**config.mk**
```make
export PLATFORM = sky130hd
export DESIGN_NAME = apb_uart_csr_flat
export DESIGN_NICKNAME = d
export VERILOG_FILES = /design/src/rtl/apb_uart_csr_if.sv /design/src/rtl/apb_uart_csr.sv /design/src/flat_wrapper.sv
export SDC_FILE = /design/constraint.sdc
export NUM_CORES = 1
export LEC_CHECK = 0
export BUFFER_PORTS_ARGS = -buffer_cell sky130_fd_sc_hd__buf_4
export CAP_MARGIN = 30
export CORE_MARGIN = 2
export CORE_UTILIZATION = 50
export CTS_BUF_LIST = sky130_fd_sc_hd__clkbuf_4 sky130_fd_sc_hd__clkbuf_8
export DETAILED_ROUTE_END_ITERATION = 12
export PLACE_DENSITY = 0.81
export REMOVE_ABC_BUFFERS = 1
export SLEW_MARGIN = 20
export SYNTH_ARGS = -nofsm -noshare
export SYNTH_HDL_FRONTEND = slang
export SYNTH_SLANG_ARGS = --single-unit
export TNS_END_PERCENT = 100
```
**constraint.sdc**
```tcl
create_clock -name P_clk -period 6 [get_ports P_clk]
set_clock_uncertainty 0.15 [all_clocks]
set_input_delay 0.9 -clock P_clk [delete_from_list [all_inputs] [get_ports P_clk]]
set_output_delay 0.9 -clock P_clk [all_outputs]
set_load 0.05 [all_outputs]
```
**src/rtl/apb_uart_csr_if.sv**
```systemverilog
// APB bus bundle for the UART register block; the master side drives the request and
// the slave side returns read data, ready and the error response.
interface apb_uart_csr_if #(
    parameter int DATA_W = 32,
    parameter int ADDR_W = 32
);
    logic              P_sel;
    logic              P_enable;
    logic              P_write;
    logic [ADDR_W-1:0] P_address;
    logic [DATA_W-1:0] PW_data;
    logic [DATA_W-1:0] PR_data;
    logic              P_ready;
    logic              P_slverr;

    modport master (
        output P_sel, P_enable, P_write, P_address, PW_data,
        input  PR_data, P_ready, P_slverr
    );

    modport slave (
        input  P_sel, P_enable, P_write, P_address, PW_data,
        output PR_data, P_ready, P_slverr
    );
endinterface

```
**src/rtl/apb_uart_csr.sv**
```systemverilog
// APB register block for the UART: CTRL, BAUD, W1C STATUS and byte FIFOs to the shifters.
// Define UART_APB_SLVERR_EN to return P_slverr on illegal or rejected accesses.
module apb_uart_csr #(
    parameter int          DATA_W      = 32,
    parameter int          ADDR_W      = 32,
    parameter int          FIFO_DEPTH  = 8,
    parameter int          WAIT_STATES = 0,
    parameter logic [15:0] BAUD_RST    = 16'd163
) (
    input  logic                 P_clk,
    input  logic                 P_resetn,
    apb_uart_csr_if.slave        apb,
    output logic                 uart_en,
    output logic [15:0]          baud_div,
    output logic [7:0]           tx_data,
    output logic                 tx_valid,
    input  logic                 tx_ready,
    input  logic [7:0]           rx_data,
    input  logic                 rx_valid,
    output logic                 irq
);
    localparam int PTR_W = $clog2(FIFO_DEPTH);
    localparam int CNT_W = PTR_W + 1;

    localparam logic [2:0] SEL_CTRL   = 3'd0;
    localparam logic [2:0] SEL_BAUD   = 3'd1;
    localparam logic [2:0] SEL_STATUS = 3'd2;
    localparam logic [2:0] SEL_TXDATA = 3'd3;
    localparam logic [2:0] SEL_RXDATA = 3'd4;

    logic [2:0]       ctrl;
    logic [15:0]      baud;
    logic             rx_overrun;
    logic [2:0]       wait_cnt;
    logic             access;
    logic             ready_int;
    logic             commit;
    logic             wr_commit;
    logic             rd_commit;
    logic [2:0]       reg_sel;
    logic [31:0]      wdata;
    logic [31:0]      rdata;

    logic [7:0]       tx_mem [FIFO_DEPTH];
    logic [PTR_W-1:0] tx_rd;
    logic [PTR_W-1:0] tx_wr;
    logic [CNT_W-1:0] tx_cnt;
    logic             tx_full;
    logic             tx_empty;
    logic             tx_pop;
    logic             tx_push;

    logic [7:0]       rx_mem [FIFO_DEPTH];
    logic [PTR_W-1:0] rx_rd;
    logic [PTR_W-1:0] rx_wr;
    logic [CNT_W-1:0] rx_cnt;
    logic             rx_full;
    logic             rx_empty;
    logic             rx_pop;
    logic             rx_push_req;
    logic             rx_push;

    logic             unused_ok;

    assign reg_sel   = apb.P_address[4:2];
    assign wdata     = 32'(apb.PW_data);
    assign access    = apb.P_sel && apb.P_enable;
    assign ready_int = access && (wait_cnt == 3'(WAIT_STATES));
    assign commit    = P_resetn && ready_int;
    assign wr_commit = commit && apb.P_write;
    assign rd_commit = commit && !apb.P_write;
    assign apb.P_ready = commit;

    assign unused_ok = ^{apb.P_address[ADDR_W-1:5], apb.P_address[1:0], wdata[31:16]};

    always_ff @(posedge P_clk) begin
        if (!P_resetn) begin
            wait_cnt <= '0;
        end else if (!access) begin
            wait_cnt <= '0;
        end else if (!ready_int) begin
            wait_cnt <= wait_cnt + 3'd1;
        end
    end

    always_ff @(posedge P_clk) begin
        if (!P_resetn) begin
            ctrl <= '0;
            baud <= BAUD_RST;
        end else if (wr_commit) begin
            if (reg_sel == SEL_CTRL) ctrl <= wdata[2:0];
            if (reg_sel == SEL_BAUD) baud <= wdata[15:0];
        end
    end

    assign uart_en  = ctrl[0];
    assign baud_div = baud;

    assign tx_full  = (tx_cnt == CNT_W'(FIFO_DEPTH));
    assign tx_empty = (tx_cnt == '0);
    assign tx_valid = P_resetn && uart_en && !tx_empty;
    assign tx_data  = tx_mem[tx_rd];
    assign tx_pop   = tx_valid && tx_ready;
    // A full FIFO can still accept a byte when the shifter frees a slot on the same edge.
    assign tx_push  = wr_commit && (reg_sel == SEL_TXDATA) && (!tx_full || tx_pop);

    always_ff @(posedge P_clk) begin
        if (!P_resetn) begin
            tx_rd  <= '0;
            tx_wr  <= '0;
            tx_cnt <= '0;
        end else begin
            if (tx_push) tx_wr <= tx_wr + PTR_W'(1);
            if (tx_pop)  tx_rd <= tx_rd + PTR_W'(1);
            if (tx_push && !tx_pop)      tx_cnt <= tx_cnt + CNT_W'(1);
            else if (tx_pop && !tx_push) tx_cnt <= tx_cnt - CNT_W'(1);
        end
    end

    always_ff @(posedge P_clk) begin
        if (tx_push) tx_mem[tx_wr] <= wdata[7:0];
    end

    assign rx_full     = (rx_cnt == CNT_W'(FIFO_DEPTH));
    assign rx_empty    = (rx_cnt == '0);
    assign rx_pop      = rd_commit && (reg_sel == SEL_RXDATA) && !rx_empty;
    assign rx_push_req = P_resetn && rx_valid && uart_en;
    assign rx_push     = rx_push_req && (!rx_full || rx_pop);

    always_ff @(posedge P_clk) begin
        if (!P_resetn) begin
            rx_rd  <= '0;
            rx_wr  <= '0;
            rx_cnt <= '0;
        end else begin
            if (rx_push) rx_wr <= rx_wr + PTR_W'(1);
            if (rx_pop)  rx_rd <= rx_rd + PTR_W'(1);
            if (rx_push && !rx_pop)      rx_cnt <= rx_cnt + CNT_W'(1);
            else if (rx_pop && !rx_push) rx_cnt <= rx_cnt - CNT_W'(1);
        end
    end

    always_ff @(posedge P_clk) begin
        if (rx_push) rx_mem[rx_wr] <= rx_data;
    end

    // A dropped byte wins over a simultaneous W1C so no overrun event is lost.
    always_ff @(posedge P_clk) begin
        if (!P_resetn) begin
            rx_overrun <= 1'b0;
        end else if (rx_push_req && !rx_push) begin
            rx_overrun <= 1'b1;
        end else if (wr_commit && (reg_sel == SEL_STATUS) && wdata[4]) begin
            rx_overrun <= 1'b0;
        end
    end

    assign irq = P_resetn && ((ctrl[1] && tx_empty) || (ctrl[2] && !rx_empty) || rx_overrun);

    always_comb begin
        rdata = '0;
        case (reg_sel)
            SEL_CTRL:   rdata = {29'd0, ctrl};
            SEL_BAUD:   rdata = {16'd0, baud};
            SEL_STATUS: rdata = {27'd0, rx_overrun, rx_empty, rx_full, tx_empty, tx_full};
            SEL_RXDATA: rdata = rx_empty ? 32'd0 : {24'd0, rx_mem[rx_rd]};
            default:    rdata = '0;
        endcase
    end

    assign apb.PR_data = rd_commit ? rdata[DATA_W-1:0] : '0;

`ifdef UART_APB_SLVERR_EN
    logic slverr;

    always_comb begin
        slverr = 1'b0;
        if (commit) begin
            case (reg_sel)
                SEL_STATUS: slverr = apb.P_write && ((wdata[31:5] != '0) || (wdata[3:0] != '0));
                SEL_TXDATA: slverr = !apb.P_write || !(!tx_full || tx_pop);
                SEL_RXDATA: slverr = apb.P_write || rx_empty;
                SEL_CTRL, SEL_BAUD: slverr = 1'b0;
                default:    slverr = 1'b1;
            endcase
        end
    end

    assign apb.P_slverr = slverr;
`else
    assign apb.P_slverr = 1'b0;
`endif
endmodule
```
**src/flat_wrapper.sv**
```systemverilog
// flat-port wrapper written by rule: the top's interface ports become plain ports
module apb_uart_csr_flat 
#(
    parameter int          DATA_W      = 32,
    parameter int          ADDR_W      = 32,
    parameter int          FIFO_DEPTH  = 8,
    parameter int          WAIT_STATES = 0,
    parameter logic [15:0] BAUD_RST    = 16'd163
)
  (P_clk, P_resetn, uart_en, baud_div, tx_data, tx_valid, tx_ready, rx_data, rx_valid, irq, apb_P_sel, apb_P_enable, apb_P_write, apb_P_address, apb_PW_data, apb_PR_data, apb_P_ready, apb_P_slverr);
  apb_uart_csr_if #(.DATA_W(DATA_W), .ADDR_W(ADDR_W)) apb_i ();
  input  logic P_clk;
  input  logic P_resetn;
  output logic uart_en;
  output logic [15:0] baud_div;
  output logic [7:0] tx_data;
  output logic tx_valid;
  input  logic tx_ready;
  input  logic [7:0] rx_data;
  input  logic rx_valid;
  output logic irq;
  input wire logic [$bits(apb_i.P_sel)-1:0] apb_P_sel;
  input wire logic [$bits(apb_i.P_enable)-1:0] apb_P_enable;
  input wire logic [$bits(apb_i.P_write)-1:0] apb_P_write;
  input wire logic [$bits(apb_i.P_address)-1:0] apb_P_address;
  input wire logic [$bits(apb_i.PW_data)-1:0] apb_PW_data;
  output wire logic [$bits(apb_i.PR_data)-1:0] apb_PR_data;
  output wire logic [$bits(apb_i.P_ready)-1:0] apb_P_ready;
  output wire logic [$bits(apb_i.P_slverr)-1:0] apb_P_slverr;
  assign apb_i.P_sel = apb_P_sel;
  assign apb_i.P_enable = apb_P_enable;
  assign apb_i.P_write = apb_P_write;
  assign apb_i.P_address = apb_P_address;
  assign apb_i.PW_data = apb_PW_data;
  assign apb_PR_data = apb_i.PR_data;
  assign apb_P_ready = apb_i.P_ready;
  assign apb_P_slverr = apb_i.P_slverr;
  apb_uart_csr #(.DATA_W(DATA_W), .ADDR_W(ADDR_W), .FIFO_DEPTH(FIFO_DEPTH), .WAIT_STATES(WAIT_STATES), .BAUD_RST(BAUD_RST)) u_core (.P_clk(P_clk), .P_resetn(P_resetn), .apb(apb_i), .uart_en(uart_en), .baud_div(baud_div), .tx_data(tx_data), .tx_valid(tx_valid), .tx_ready(tx_ready), .rx_data(rx_data), .rx_valid(rx_valid), .irq(irq));
endmodule
```
==> flow_summary.toml, run 1 <==
[run_status]
run_status = "finished clean"

[cts]
cts_tree = "done"
cts_resized = 0
cts_setup_buffers = 0
clockBufferDepth = 2
cts-root-buf = "clkbuf_8"
htree_levels = 4
cts_hold_buffers = 0
numCtsBuffers = 17
clk_pin_slew_ns = 0.09
clock_sinks = 177
insertion_delay_ns = 0.46

[synthesis]
synth_top_family_by_area = "multiplexers"
syn_inst = 508
seq_area_frac_synth_pct = 64.2
synth-simple-area-share_pct = 10.0
yosysWarningCount = 0
avgSynthCellArea_um2 = 14.8
ys_ff_latch = 177
yosysUniqueCellTypes = 46
synth_fa_ha_area_share_pct = 2.53
synth_area_leaders = "edfxtp_1, dfxtp_1, mux4_2"
synth-compound-area-share_pct = 3.74
yosysTopAreaCell = "edfxtp_1"
yosysTopAreaCellShare_pct = 51.1
synth_xor_area_share_pct = 0.815
syn_area_um2 = 7520
muxShareOfSynthArea_pct = 14.5

[sta]
period_minus_slack_ns = 4.17
finalSetupViolCount = 0
tightestPinTransition_ns = 0.912
fmax_mhz = 240
grt_setup_unrepaired = "false"
fin_tns_setup_ns = 0
period_share_pct = 69.4
maxSlewViolCount = 0
setup_slack_ns = 1.83
hold_viol = 0
max_slew_margin_pct = 39.0

[global_route]
grt_pass1_vias = 4476
top_usage_layer = "met2"
grt_use_met1_pct = 24.2
grt_first_pass_wirelength_mm = 23.7
use_met2_pct = 33.3
antenna_found_initial = 0
met3_usage_pct = 4.93
grt_max_degree = 49
grt.total_usage_pct = 19.4
grt_overflow = 0

[placement]
gp_congestion = 0.819
place_hpwl_mm = 10.2
dp_worst_setup_slack_ns = 1.57
portBuffers = 77
place_area_um2 = 8270

[final_layout]
syn_to_final_growth_pct = 15.3
fin_area_um2 = 8670
final_common_cell = "edfxtp_1"
fin_nets = 685
mostFrequentLayoutCells = "edfxtp_1, buf_4, dfxtp_1, nand2_1, mux4_2"
drive_gt1_share_pct = 28.8
diodes = 0

[drt]
vias_per_cell = 5.61
vias = 4429
drc_errors = 0
totalWireLength_mm = 14.8
firstDrtPassIters = 7
wl_per_cell_um = 18.8
ant_nets = 0
first_iter_violations = 439

[floorplanning]
dieArea_um2 = 16000
initial_core_util_pct = 51.5
core_um2 = 14600
row_count = 44
io_pins = 140
fp.dieW_um = 127
chipHeight_um = 127

[power_and_ir_drop]
p_leak_uw = 0.00311
seq_power_share_pct = 60.1
power_frac_clock_pct = 36.0
combPwrFrac_pct = 3.9
p_int_uw = 1680
power_switching_share_pct = 23.0
total_power_uw = 2180
worst_ir_drop_vdd_uv = 188
p_per_area_nw_per_um2 = 251
p_sw_uw = 500

[job]
cap_violations = 0

[critical_path]
cp.arrival_ns = 3.12
startpoint_type = "input pin"
crit_type = "in2out"
crit_fanout = 48
cp.required_ns = 4.95
end_kind = "output port"

[hold_path]
worstHoldPathType = "reg2reg"
==> stage by stage <==
step | cells | util (%) | hold slack, ns
after floorplan | 477 | - | 0.277
after global routing | 789 | 59.4 | 0.356
after CTS | 787 | 59.3 | 0.327
after global placement | 751 | 56.4 | 0.288
after detailed placement | 755 | 56.7 | 0.311
final | 789 | 59.4 | 0.328
==> state kept, by name, indices dropped and copies added, names as in the netlist, named ones only <==
register	flops
u_core.tx_cnt	4
u_core.tx_rd	3
u_core.wait_cnt	3
u_core.rx_wr	3
u_core.baud_div	16
u_core.ctrl	3
u_core.rx_mem	64
u_core.tx_mem	64
u_core.tx_wr	3
u_core.rx_cnt	4
u_core.rx_rd	3
u_core.rx_overrun	1
==> critical path, cell delays in order <==
cell and delay (ns):
buf_4 0.36, nand3_1 0.46, nor4_4 0.55, and2_1 0.23, inv_2 0.13, o22ai_1 0.21
buf_4 0.25
==> metal layers <==
layer / vias to the layer above / part of all wire, %
met4: 0 / 0.90
li1: 2058 / -
met3: 14 / 4.5
met1: 2223 / 42
met2: 134 / 53
met5: - / 0
==> cell type report <==
| type | instances | area, um^2 |
|---|---|---|
| Tap cell | 184 | 230 |
| Multi-Input combinational cell | 288 | 2450 |
| Inverter | 12 | 45.0 |
| Fill cell | 1078 | 5920 |
| Clock buffer | 18 | 248 |
| Clock inverter | 14 | 131 |
| Timing Repair Buffer | 96 | 737 |
| Sequential cell | 177 | 4820 |
==> logic make-up (layout without fill, tap and decap cells) <==
group,Yosys count,after routing
adders and majority gates,14,14
DFF,177,177
buffers and inverters,59,140
other,1,17
xor gates and xnor gates,7,7
muxes,68,68
AOI/OAI and AO/OA,41,41
and+or+nand+nor,141,141
==> cell usage after synthesis (all sizes together) <==
cell / instances
a21oi: 5
or4: 4
nand4bb: 1
a211oi: 2
mux2: 8
nor2b: 10
o21ai: 5
o211ai: 2
a21boi: 12
inv: 12
nor2: 14
nor3: 10
nor3b: 1
nor4b: 2
dfxtp: 49
or3b: 2
mux4: 32
a32o: 1
nand3: 29
and3: 10
nand2b: 7
fa: 2
o22a: 1
and2: 8
mux2i: 28
xnor2: 7
nor4: 8
buf: 30
nand2: 35
edfxtp: 128
a31oi: 3
conb: 1
a221oi: 1
clkbuf: 17
o2bb2ai: 3
ha: 12
o22ai: 5
a22oi: 1
==> power groups by stage <==
stage | Clock (uW) | Sequential (uW) | Combinational, uW
final | 783 | 1310 | 84.8
after global routing | 852 | 1310 | 90.2
after CTS | 803 | 1310 | 83.2
after detailed placement | 0 | 1340 | 83.1
after global placement | 0 | 1340 | 79.7
after floorplan | 0 | 1340 | 39.4
==> worst paths after layout <==
| check | startpoint | endpoint | slack, ns | cells after the start |
|---|---|---|---|---|
| max | P_resetn | apb_PR_data[3] | 1.83 | 7 |
| max reg2reg | u_core.wait_cnt[0] | u_core.rx_cnt[3] | 2.74 | 13 |
| min | u_core.rx_rd[2] | u_core.rx_rd[2] | 0.33 | 1 |
| min reg2reg | u_core.rx_rd[2] | u_core.rx_rd[2] | 0.33 | 1 |
No activity file was read; power rests on OpenSTA's default activity.
==> run 2, diff against run 1 <==
PLACE_DENSITY = 0.84   (was 0.81)
clock period = 3.8 ns   (was 6 ns; I/O delays follow)
==> flow_summary.toml, run 2 (same netlist as run 1, synthesis figures left out) <==
[critical_path]
cp_slowest_cell = "dfxtp_1"
startpoint_type = "flip-flop"
r2r_start = "u_core.wait_cnt[0]"
critPathMaxStageDelay_ns = 0.84
crit_fanout = 12
r2r_cells = 13
cp.arrival_ns = 2.60
timing.critical_path.mode_cell = "buf_4"
crit_type = "reg2out"
cp.required_ns = 3.08
end_kind = "output port"
path_cells = "buf_4 > mux4_2 > mux2i_1 > o2bb2ai_1 > buf_4"
path_buf_inv = 2
rrSetupSlack_ns = 0.62
cp.depth = 5
critical_path.top_delay_family = "flip-flops"
crit-reg2reg-capture = "u_core.rx_cnt[3]"

[placement]
portBuffers = 77
place_hpwl_mm = 10.4
gp_congestion = 0.841

[final_layout]
diodes = 0
mostFrequentLayoutCells = "edfxtp_1, buf_4, dfxtp_1, nand2_1, mux4_2"
syn_to_final_growth_pct = 16.0
fill_cells = 1069
drive_gt1_share_pct = 29.4
final_common_cell = "edfxtp_1"
fin_nets = 696

[global_route]
grt_pass1_vias = 4514
grt.total_usage_pct = 19.3
grt_first_pass_wirelength_mm = 23.4
grt_max_degree = 48
antenna_found_initial = 0
grt_overflow = 0

[hold_path]
hold_depth = 1
hp-start = "rx_data[5]"
whs_endpoint = "u_core.rx_mem[4][5]"
worstHoldPathType = "in2reg"

[power_and_ir_drop]
total_power_uw = 3420
p_per_area_nw_per_um2 = 392
p_leak_uw = 0.00316
worst_ir_drop_vdd_uv = 294

[drt]
vias = 4502
ant_nets = 0
wl_per_cell_um = 18.7
first_iter_violations = 348
totalWireLength_mm = 14.9
drc_errors = 0
firstDrtPassIters = 4
vias_per_cell = 5.63

[floorplanning]
io_pins = 140
initial_core_util_pct = 51.5
fp.dieW_um = 127
row_count = 44
core_um2 = 14600
chipHeight_um = 127
dieArea_um2 = 16000

[cts]
cts-root-buf = "clkbuf_8"
cts_resized = 0
insertion_delay_ns = 0.46
cts_hold_buffers = 0
cts_setup_buffers = 0
clock_sinks = 177
numCtsBuffers = 17
clk_pin_slew_ns = 0.09
clockBufferDepth = 2
htree_levels = 4
cts_tree = "done"

[run_status]
run_status = "finished clean"

[sta]
finalSetupViolCount = 0
tightestPinTransition_ns = 0.789
max_slew_margin_pct = 47.3
maxSlewViolCount = 0
period_share_pct = 87.3
fin_tns_setup_ns = 0
fmax_mhz = 302
grt_setup_unrepaired = "false"
period_minus_slack_ns = 3.32
hold_viol = 0

[job]
cap_violations = 0
==> run 2: area by class of cell <==
type | instances | area (um^2) | share of cell area, %
Clock inverter | 12 | 118 | 1.35
Tap cell | 184 | 230 | 2.64
Inverter | 12 | 45.0 | 0.516
Sequential cell | 177 | 4820 | 55.3
Timing Repair Buffer | 107 | 803 | 9.21
Multi-Input combinational cell | 288 | 2450 | 28.0
Clock buffer | 20 | 256 | 2.94
==> run 2: worst max path at each step <==
stage	startpoint	endpoint	slack, ns
final	flip-flop	apb_PR_data[6]	0.48
after floorplan	apb_P_address[2]	apb_PR_data[4]	0.65
after CTS	flip-flop	apb_PR_data[6]	0.41
after global placement	apb_P_address[3]	u_core.rx_cnt[3]	0.66
after detailed placement	apb_P_address[3]	u_core.rx_cnt[3]	0.48
after global routing	flip-flop	apb_PR_data[5]	0.22
==> run 2: per-layer routing <==
| layer | vias up | track usage [%] | part of all wire (%) |
|---|---|---|---|
| met3 | 25 | 4.64 | 4.9 |
| met1 | 2264 | 23.0 | 40 |
| met2 | 132 | 33.9 | 54 |
| li1 | 2081 | - | - |
| met5 | - | 0 | 0 |
| met4 | 0 | 7.43 | 1.7 |
==> run 2: where the power goes <==
part	switching, uW	internal (uW)	leakage [uW]
clock	627	594	0.000183
combinational	94.4	39.0	0.00143
sequential	2.05	2060	0.00154
==> run 2: metrics by stage <==
| step | utilization (%) | setup WS (ns) | std cells | area, um^2 | hold slack (ns) |
|---|---|---|---|---|---|
| after floorplan | - | 0.653 | 477 | 7310 | 0.277 |
| after global placement | 57.2 | 0.659 | 768 | 8350 | 0.290 |
| after detailed placement | 57.2 | 0.481 | 768 | 8350 | 0.303 |
| after CTS | 59.8 | 0.411 | 800 | 8720 | 0.167 |
| after global routing | 59.8 | 0.216 | 800 | 8720 | 0.167 |
| final | 59.8 | 0.484 | 800 | 8720 | 0.193 |
